## config.mk

```make
export PLATFORM = sky130hd
export DESIGN_NAME = seq_detect_fsm
export DESIGN_NICKNAME = d
export VERILOG_FILES = /design/src/rtl/seq_detect_fsm.sv
export SDC_FILE = /design/constraint.sdc
export NUM_CORES = 1
export LEC_CHECK = 0
export ABC_AREA = 0
export BUFFER_PORTS_ARGS = -buffer_cell sky130_fd_sc_hd__buf_2
export CORE_MARGIN = 10
export CORE_UTILIZATION = 50
export CTS_CLUSTER_DIAMETER = 150
export DETAILED_ROUTE_END_ITERATION = 12
export MAX_ROUTING_LAYER = met4
export PLACE_DENSITY = 0.85
export SLEW_MARGIN = 25
export SYNTH_ARGS = -nofsm -noshare
export SYNTH_HDL_FRONTEND = slang
export SYNTH_SLANG_ARGS = --single-unit
export TNS_END_PERCENT = 20
```

## constraint.sdc

```tcl
create_clock -name i_Clk -period 3.01 [get_ports i_Clk]
set_input_delay 0.4515 -clock i_Clk [delete_from_list [all_inputs] [get_ports i_Clk]]
set_output_delay 0.4515 -clock i_Clk [all_outputs]
set_load 0.01 [all_outputs]
```

## src/rtl/seq_detect_fsm.sv

```systemverilog
`default_nettype none
// ============================================================================
// Module      : seq_detect_fsm
// Description : Serial pattern detector for the SPI receive path. Shifts in
//               one bit per valid cycle (MSB first) and compares the last
//               PAT_W bits against a runtime-programmable pattern. Supports
//               overlapping and non-overlapping detection. Reports its FSM
//               state, a one-cycle registered match pulse and a saturating
//               match count.
// Optional    : define SEQ_DETECT_MASK_EN to add i_Mask. Bits set in i_Mask
//               are don't-care in the compare.
// Ports       : i_Clk        - clock, all logic on posedge
//               i_Rst        - asynchronous reset, active-low
//               i_Clear      - synchronous clear of window/fill/count/state
//               i_Data       - received serial bit
//               i_Data_Vld   - i_Data is valid this cycle
//               i_Pattern    - target pattern (bit PAT_W-1 = earliest bit)
//               i_Mask       - don't-care mask (SEQ_DETECT_MASK_EN only)
//               i_Overlap    - 1 = overlapping, 0 = non-overlapping
//               o_State      - IDLE=00, FILL=01, HUNT=10, MATCH=11
//               o_Match      - one-cycle pulse per detected match
//               o_Match_Cnt  - saturating match count since reset/clear
// Revision    : 1.0 - initial release
// ============================================================================
module seq_detect_fsm #(
    parameter int PAT_W = 4,
    parameter int CNT_W = 8
) (
    input  logic             i_Clk,
    input  logic             i_Rst,
    input  logic             i_Clear,
    input  logic             i_Data,
    input  logic             i_Data_Vld,
    input  logic [PAT_W-1:0] i_Pattern,
`ifdef SEQ_DETECT_MASK_EN
    input  logic [PAT_W-1:0] i_Mask,
`endif
    input  logic             i_Overlap,
    output logic [1:0]       o_State,
    output logic             o_Match,
    output logic [CNT_W-1:0] o_Match_Cnt
);

    // Fill counter must hold the value PAT_W itself.
    localparam int FW = $clog2(PAT_W + 1);
    localparam logic [FW-1:0] c_fill_full = FW'(PAT_W);
    localparam logic [FW-1:0] c_fill_one  = FW'(1);

    typedef enum logic [1:0] {
        ST_IDLE  = 2'b00,
        ST_FILL  = 2'b01,
        ST_HUNT  = 2'b10,
        ST_MATCH = 2'b11
    } state_t;

    state_t           r_state;
    logic [PAT_W-1:0] r_window;
    logic [FW-1:0]    r_fill;
    logic             r_match;
    logic [CNT_W-1:0] r_cnt;

    logic [PAT_W-1:0] w_window_next;
    logic [FW-1:0]    w_fill_next;
    logic [PAT_W-1:0] w_diff;
    logic             w_hit;

    assign w_window_next = {r_window[PAT_W-2:0], i_Data};
    assign w_fill_next   = (r_fill == c_fill_full) ? r_fill : r_fill + c_fill_one;

`ifdef SEQ_DETECT_MASK_EN
    assign w_diff = (w_window_next ^ i_Pattern) & ~i_Mask;
`else
    assign w_diff = w_window_next ^ i_Pattern;
`endif

    // A match needs a completely filled window on this very bit.
    assign w_hit = (w_fill_next == c_fill_full) && (w_diff == '0);

    always_ff @(posedge i_Clk or negedge i_Rst) begin
        if (!i_Rst) begin
            r_state  <= ST_IDLE;
            r_window <= '0;
            r_fill   <= '0;
            r_match  <= 1'b0;
            r_cnt    <= '0;
        end else if (i_Clear) begin
            // Clear wins over a simultaneous valid bit; that bit is dropped.
            r_state  <= ST_IDLE;
            r_window <= '0;
            r_fill   <= '0;
            r_match  <= 1'b0;
            r_cnt    <= '0;
        end else begin
            r_match <= 1'b0;
            if (i_Data_Vld) begin
                case (r_state)
                    ST_IDLE: begin
                        r_state  <= ST_FILL;
                        r_window <= {{(PAT_W-1){1'b0}}, i_Data};
                        r_fill   <= c_fill_one;
                    end
                    // FILL, HUNT and MATCH share one advance rule. After a
                    // non-overlapping match the window was emptied, so the
                    // fill count naturally restarts and MATCH falls to FILL.
                    ST_FILL, ST_HUNT, ST_MATCH: begin
                        if (w_hit) begin
                            r_state <= ST_MATCH;
                            r_match <= 1'b1;
                            if (r_cnt != '1) begin
                                r_cnt <= r_cnt + 1'b1;
                            end
                            if (i_Overlap) begin
                                r_window <= w_window_next;
                                r_fill   <= w_fill_next;
                            end else begin
                                r_window <= '0;
                                r_fill   <= '0;
                            end
                        end else begin
                            r_state  <= (w_fill_next == c_fill_full) ? ST_HUNT : ST_FILL;
                            r_window <= w_window_next;
                            r_fill   <= w_fill_next;
                        end
                    end
                    default: begin
                        r_state  <= ST_IDLE;
                        r_window <= '0;
                        r_fill   <= '0;
                    end
                endcase
            end
        end
    end

    assign o_State     = r_state;
    assign o_Match     = r_match;
    assign o_Match_Cnt = r_cnt;

endmodule
`default_nettype wire

```

==> metrics.txt, run 1 <==
status finished, final reports clean; Crit path arrival time 2.79 ns; Die X-Extent 63.8 um; post-DR vias/cell 5.69; Syn Nets 110; post-synthesis xor/xnor area fraction 0.0457; WL met2 1.04 mm; Hold Buf Count CTS 0; Setup Buffers After CTS 0; hold_ws 0.0650 ns; clk sinks 17; fraction of the mapped netlist area in compound gates 0.201; diode count 0; initial antenna violation count 0; maximum clock path buffer count 2; Post-Synthesis Cells 97; Seq cells post-synth 17; Synth Area per Inst 9.88 um2; row count 15; Cells after DPL 140; worst hold path type in2async; Combinational Power Share 0.113; post-synthesis simple-gate area fraction 0.221; Syn Std Cell Area 958 um2; critical-path cell list inv_1, ha_1, or3b_4, a311oi_4, nand4b_4, or4_1, a21oi_1; Worst-path clk slew 0.10 ns; uppermost routed layer met4; first-pass GRT wire length 3.53 mm; clock latency on the worst-skew pair 0.29 ns; P_int 0.000301 W; VDD IR-drop max 0.000247 V; worst r2r path cells 7; Clk pwr share 0.303; Switch Pwr 0.000105 W; DR vias 819; largest net degree at the start of global routing 18; PostCTS Resize Cnt 0; Pre-antenna DRT Iters 4; CP required 3.23 ns; Worst Setup EP o_Match_Cnt[6]; internal reg-to-reg setup slack 0.43 ns; DRC Markers 0; post-synthesis mux area share 0.0104; clock root cell clkbuf_4; Worst Setup SP r_fill[0]; hpwl dp 1.66 mm; Metal-1 WL 899 um; largest family of logic cells by synthesized area simple AND/OR/NAND/NOR gates; Num CTS Buffers 3; synth unique cells 31; H-tree depth 1; Crit path max-delay family simple AND/OR/NAND/NOR gates; antenna viol nets, final 0; final setup vio count 0; Critical Path End Type register; synthesis warning total 0; slowest cell delay on critical path 0.48 ns; final clock skew 0.00122 ns; Tcrit/Tclk final 0.856; adder-cell share of the synthesized area 0.0392; num ports 21; Core ar. 0.00176 mm2; sequential share of power 0.584; share of cells above drive strength 1 0.235; Final Max Slew Viols 0; Setup CP Type reg2reg; met3 WL 160 um; Nets 133; Period minus WS final 2.58 ns; die height 63.8 um; Routed WL 2.14 mm; Initial Util 0.543; critical path fanouts, max 14; r2r endpoint o_Match_Cnt[6]; initial DRC count 24; synth-to-layout area growth 14.9%; TritonCTS clock tree yes; die area 0.00407 mm2; critical path's slowest cell dfrtp_1; Net Sw Frac 0.259; Worst Tran Pin Value 0.633 ns; Worst path depth 7; Max-cap violations 0; sequential-to-total area share from yosys stat 0.444; RSZ-0062 raised after global routing no; slew margin rel. 0.575; Max Clk Rate 0.388 GHz; R2R Path Start r_fill[0]; Remaining Overflow, GRT 0; CP bufs+invs 1; Port Buffers 20; Final Non-Filler Cells 144; number of global-route vias before repair 806; Routed WL per cell 14.9 um; pwr dens 369 mW/mm2; GP Congestion 0.839; Total GRT Usage 0.108; Leak 0.526 nW; startpoint types register; final-report hold violation count 0; Setup TNS 0 ns
==> routing by layer <==
layer | vias to the layer above | track usage
met4 | 0 | 0.0546
met2 | 30 | 0.173
li1 | 397 | -
met5 | - | -
met1 | 386 | 0.118
met3 | 6 | 0.0348
==> cell families after synthesis <==
group,count (synthesis)
AOI/OAI and AO/OA,28
xor gates and xnor gates,5
adders and majority gates,3
buffers and inverters,8
DFF,17
muxes,1
and+or+nand+nor,35
==> worst min path at each step <==
| stage | from | slack (ns) | end | cells after the start |
|---|---|---|---|---|
| CTS | i_Rst | 0.08 | o_Match_Cnt[2] | 1 |
| detailed placement | i_Rst | 0.40 | o_Match_Cnt[2] | 1 |
| floorplan | i_Rst | 0.16 | o_Match | 0 |
| global placement | i_Rst | 0.39 | o_Match_Cnt[2] | 1 |
| global route | i_Rst | 0.07 | o_Match_Cnt[2] | 1 |
| finish | i_Rst | 0.07 | o_Match_Cnt[1] | 1 |
==> flip-flops by register name (all words and copies together) (netlist names) <==
name,count
o_Match,1
o_Match_Cnt,8
o_State,2
r_fill,3
r_window,3
==> synthesized netlist by cell type <==
library cell | count | share of area
nand4b_4 | 1 | 0.025
nand4_1 | 1 | 0.0065
and2_1 | 1 | 0.0065
and4_1 | 1 | 0.0091
buf_6 | 1 | 0.012
or4_1 | 1 | 0.0078
a31oi_1 | 1 | 0.0065
mux2i_1 | 1 | 0.010
inv_1 | 6 | 0.023
or3_1 | 5 | 0.033
a311oi_4 | 1 | 0.027
nand2_1 | 6 | 0.023
a22o_1 | 4 | 0.037
nor4_2 | 1 | 0.013
a21oi_1 | 9 | 0.047
o31ai_1 | 1 | 0.0078
and3_1 | 1 | 0.0065
o21ai_0 | 8 | 0.042
clkbuf_1 | 1 | 0.0039
a311oi_1 | 1 | 0.0091
xor2_1 | 5 | 0.046
nand3_1 | 2 | 0.010
dfrtp_1 | 17 | 0.44
a211oi_1 | 2 | 0.016
o32ai_1 | 1 | 0.0091
or2_2 | 1 | 0.0065
nand2b_1 | 1 | 0.0065
or3b_4 | 1 | 0.012
ha_1 | 3 | 0.039
nand3b_1 | 2 | 0.016
nor2_1 | 10 | 0.039
==> final cells by class <==
type | count | area (um2)
fill | 171 | 663
multi-input combinational | 72 | 495
sequential | 17 | 425
timing repair buffer | 20 | 100
tap | 25 | 31.3
clock buffer | 4 | 26.3
inverter | 6 | 22.5
==> worst register-to-register path: stages (launching register included) <==
cell,delay (ns)
dfrtp_1,0.48
inv_1,0.10
ha_1,0.25
or3b_4,0.40
a311oi_4,0.41
nand4b_4,0.27
or4_1,0.45
a21oi_1,0.15
==> metrics by stage <==
stage               setup WS [ns]  utilization  area [um2]  total power, W
finish                      0.433        0.624        1100        0.000406
global route                0.330        0.624        1100        0.000426
CTS                         0.441        0.624        1100        0.000407
detailed placement          0.485        0.609        1070        0.000287
global placement            0.632        0.609        1070        0.000285
floorplan                   0.725            -         958        0.000268
==> power by group through the flow <==
stage                     Combinational [W]  Clock [W]  Sequential [W]
after detailed placement          0.0000462          0        0.000241
after floorplan                   0.0000267          0        0.000241
final                             0.0000459   0.000123        0.000237
after global routing              0.0000507   0.000138        0.000238
after CTS                         0.0000465   0.000123        0.000237
after global placement            0.0000442          0        0.000241
==> cell usage in the layout (no fill, tap or decap), types with 2 or more instances in the layout <==
cell type / instances
buf_2: 20
dfrtp_1: 17
nor2_1: 10
a21oi_1: 9
o21ai_0: 8
inv_1: 6
nand2_1: 6
xor2_1: 5
or3_1: 5
a22o_1: 4
ha_1: 3
clkbuf_4: 3
a211oi_1: 2
nand3_1: 2
nand3b_1: 2
Power figures use the tool's default switching activity.
==> inputs of run 2 (changes only) <==
CORE_MARGIN = 3   (was 10)
REMOVE_ABC_BUFFERS = 1   (was unset)
clock period = 3.3 ns   (was 3.01 ns; I/O delays follow)
==> metrics.txt, run 2 (synthesis gave the netlist of run 1 again) <==
worst r2r path cells 7; Setup TNS 0 ns; commonest cells after routing, fill and taps aside buf_2, dfrtp_1, nor2_1; Total GRT Usage 0.183; r2r endpoint o_Match_Cnt[6]; Final Max Slew Viols 0; Worst Setup EP o_Match_Cnt[6]; Hold Buf Count CTS 0; critical path fanouts, max 14; R2R Path Start r_fill[0]; Pre-antenna DRT Iters 4; share of cells above drive strength 1 0.235; Worst Setup SP r_fill[0]; PostCTS Resize Cnt 0; Worst-path clk slew 0.10 ns; hpwl dp 1.46 mm; synth-to-layout area growth 14.9%; Tcrit/Tclk final 0.768; num ports 21; diode count 0; DR vias 845; Core ar. 0.00176 mm2; number of global-route vias before repair 826; die height 49.8 um; Routed WL 1.92 mm; startpoint types register; total power 0.000369 W; first-pass GRT wire length 3.48 mm; TritonCTS clock tree yes; pwr dens 335 mW/mm2; Setup Buffers After CTS 0; VDD IR-drop max 0.000172 V; largest net degree at the start of global routing 18; commonest non-fill, non-tap cell in the layout buf_2; DRC Markers 0; final clock skew 0.00234 ns; H-tree depth 1; worst hold path type in2async; Port Buffers 20; Critical Path End Type register; Max-cap violations 0; Crit path arrival time 2.76 ns; RSZ-0062 raised after global routing no; internal reg-to-reg setup slack 0.76 ns; Remaining Overflow, GRT 0; Num CTS Buffers 3; row count 15; Worst Tran Pin Value 0.646 ns; Period minus WS final 2.54 ns; post-DR vias/cell 5.87; Setup CP Type reg2reg; Largest register FFs 8; initial antenna violation count 0; slew margin rel. 0.566; final setup vio count 0; initial DRC count 6; Leak 0.526 nW; GP Congestion 0.821; clock latency on the worst-skew pair 0.29 ns; Die X-Extent 49.8 um; Routed WL per cell 13.3 um; Nets 133; clk sinks 17; maximum clock path buffer count 2; final-report hold violation count 0; Max Clk Rate 0.394 GHz; Initial Util 0.543; Fillers 161; antenna viol nets, final 0; die area 0.00248 mm2; status finished, final reports clean; CP required 3.53 ns; clock root cell clkbuf_4
run 2: cell counts in the layout (fill, tap and decap cells not counted):
No cell type changed its count.
run 2: power by group:
group	leakage, nW	internal (W)	switching (W)
combinational	0.277	0.0000159	0.0000256
sequential	0.234	0.000212	0.00000449
clock	0.0150	0.0000470	0.0000644
total	0.526	0.000274	0.0000945
run 2: layout make-up:
class | instances | area [um2] | share of cell area
multi-input cells | 72 | 495 | 0.450
flip-flops and latches | 17 | 425 | 0.386
repair buffers | 20 | 100 | 0.0909
well taps | 25 | 31.3 | 0.0284
clock buffers | 4 | 26.3 | 0.0239
inverters | 6 | 22.5 | 0.0205
run 2: per-layer routing:
| metal | up-vias | GRT usage | routed length, um |
|---|---|---|---|
| li1 | 397 | - | - |
| met4 | 0 | 0.0783 | 24 |
| met5 | - | - | 0 |
| met1 | 414 | 0.229 | 848 |
| met3 | 5 | 0.0302 | 122 |
| met2 | 29 | 0.291 | 927 |
run 2: how the worst min path moves through the flow:
stage	startpoint	to	slack, ns	depth (start not counted)
after floorplan	i_Rst	o_Match	0.20	0
after global placement	i_Rst	o_Match_Cnt[6]	0.43	1
after detailed placement	i_Rst	o_Match_Cnt[6]	0.43	1
after CTS	i_Rst	o_Match_Cnt[6]	0.11	1
after global routing	i_Rst	o_Match_Cnt[6]	0.12	1
final	i_Rst	o_Match_Cnt[6]	0.09	1
run 2: metrics by stage:
stage | cells | area, um2 | hold slack, ns | util | setup WS, ns
after detailed placement | 140 | 1070 | 0.434 | 0.609 | 0.818
final | 144 | 1100 | 0.0948 | 0.624 | 0.765
after global placement | 140 | 1070 | 0.432 | 0.609 | 0.929
after CTS | 144 | 1100 | 0.114 | 0.624 | 0.782
after global routing | 144 | 1100 | 0.124 | 0.624 | 0.652
after floorplan | 95 | 943 | 0.199 | - | 1.01
run 2: critical path: stages, from the launching register on:
cell	delay, ns
dfrtp_1	0.45
inv_1	0.10
ha_1	0.26
or3b_4	0.40
a311oi_4	0.40
nand4b_4	0.27
or4_1	0.45
a21oi_1	0.14
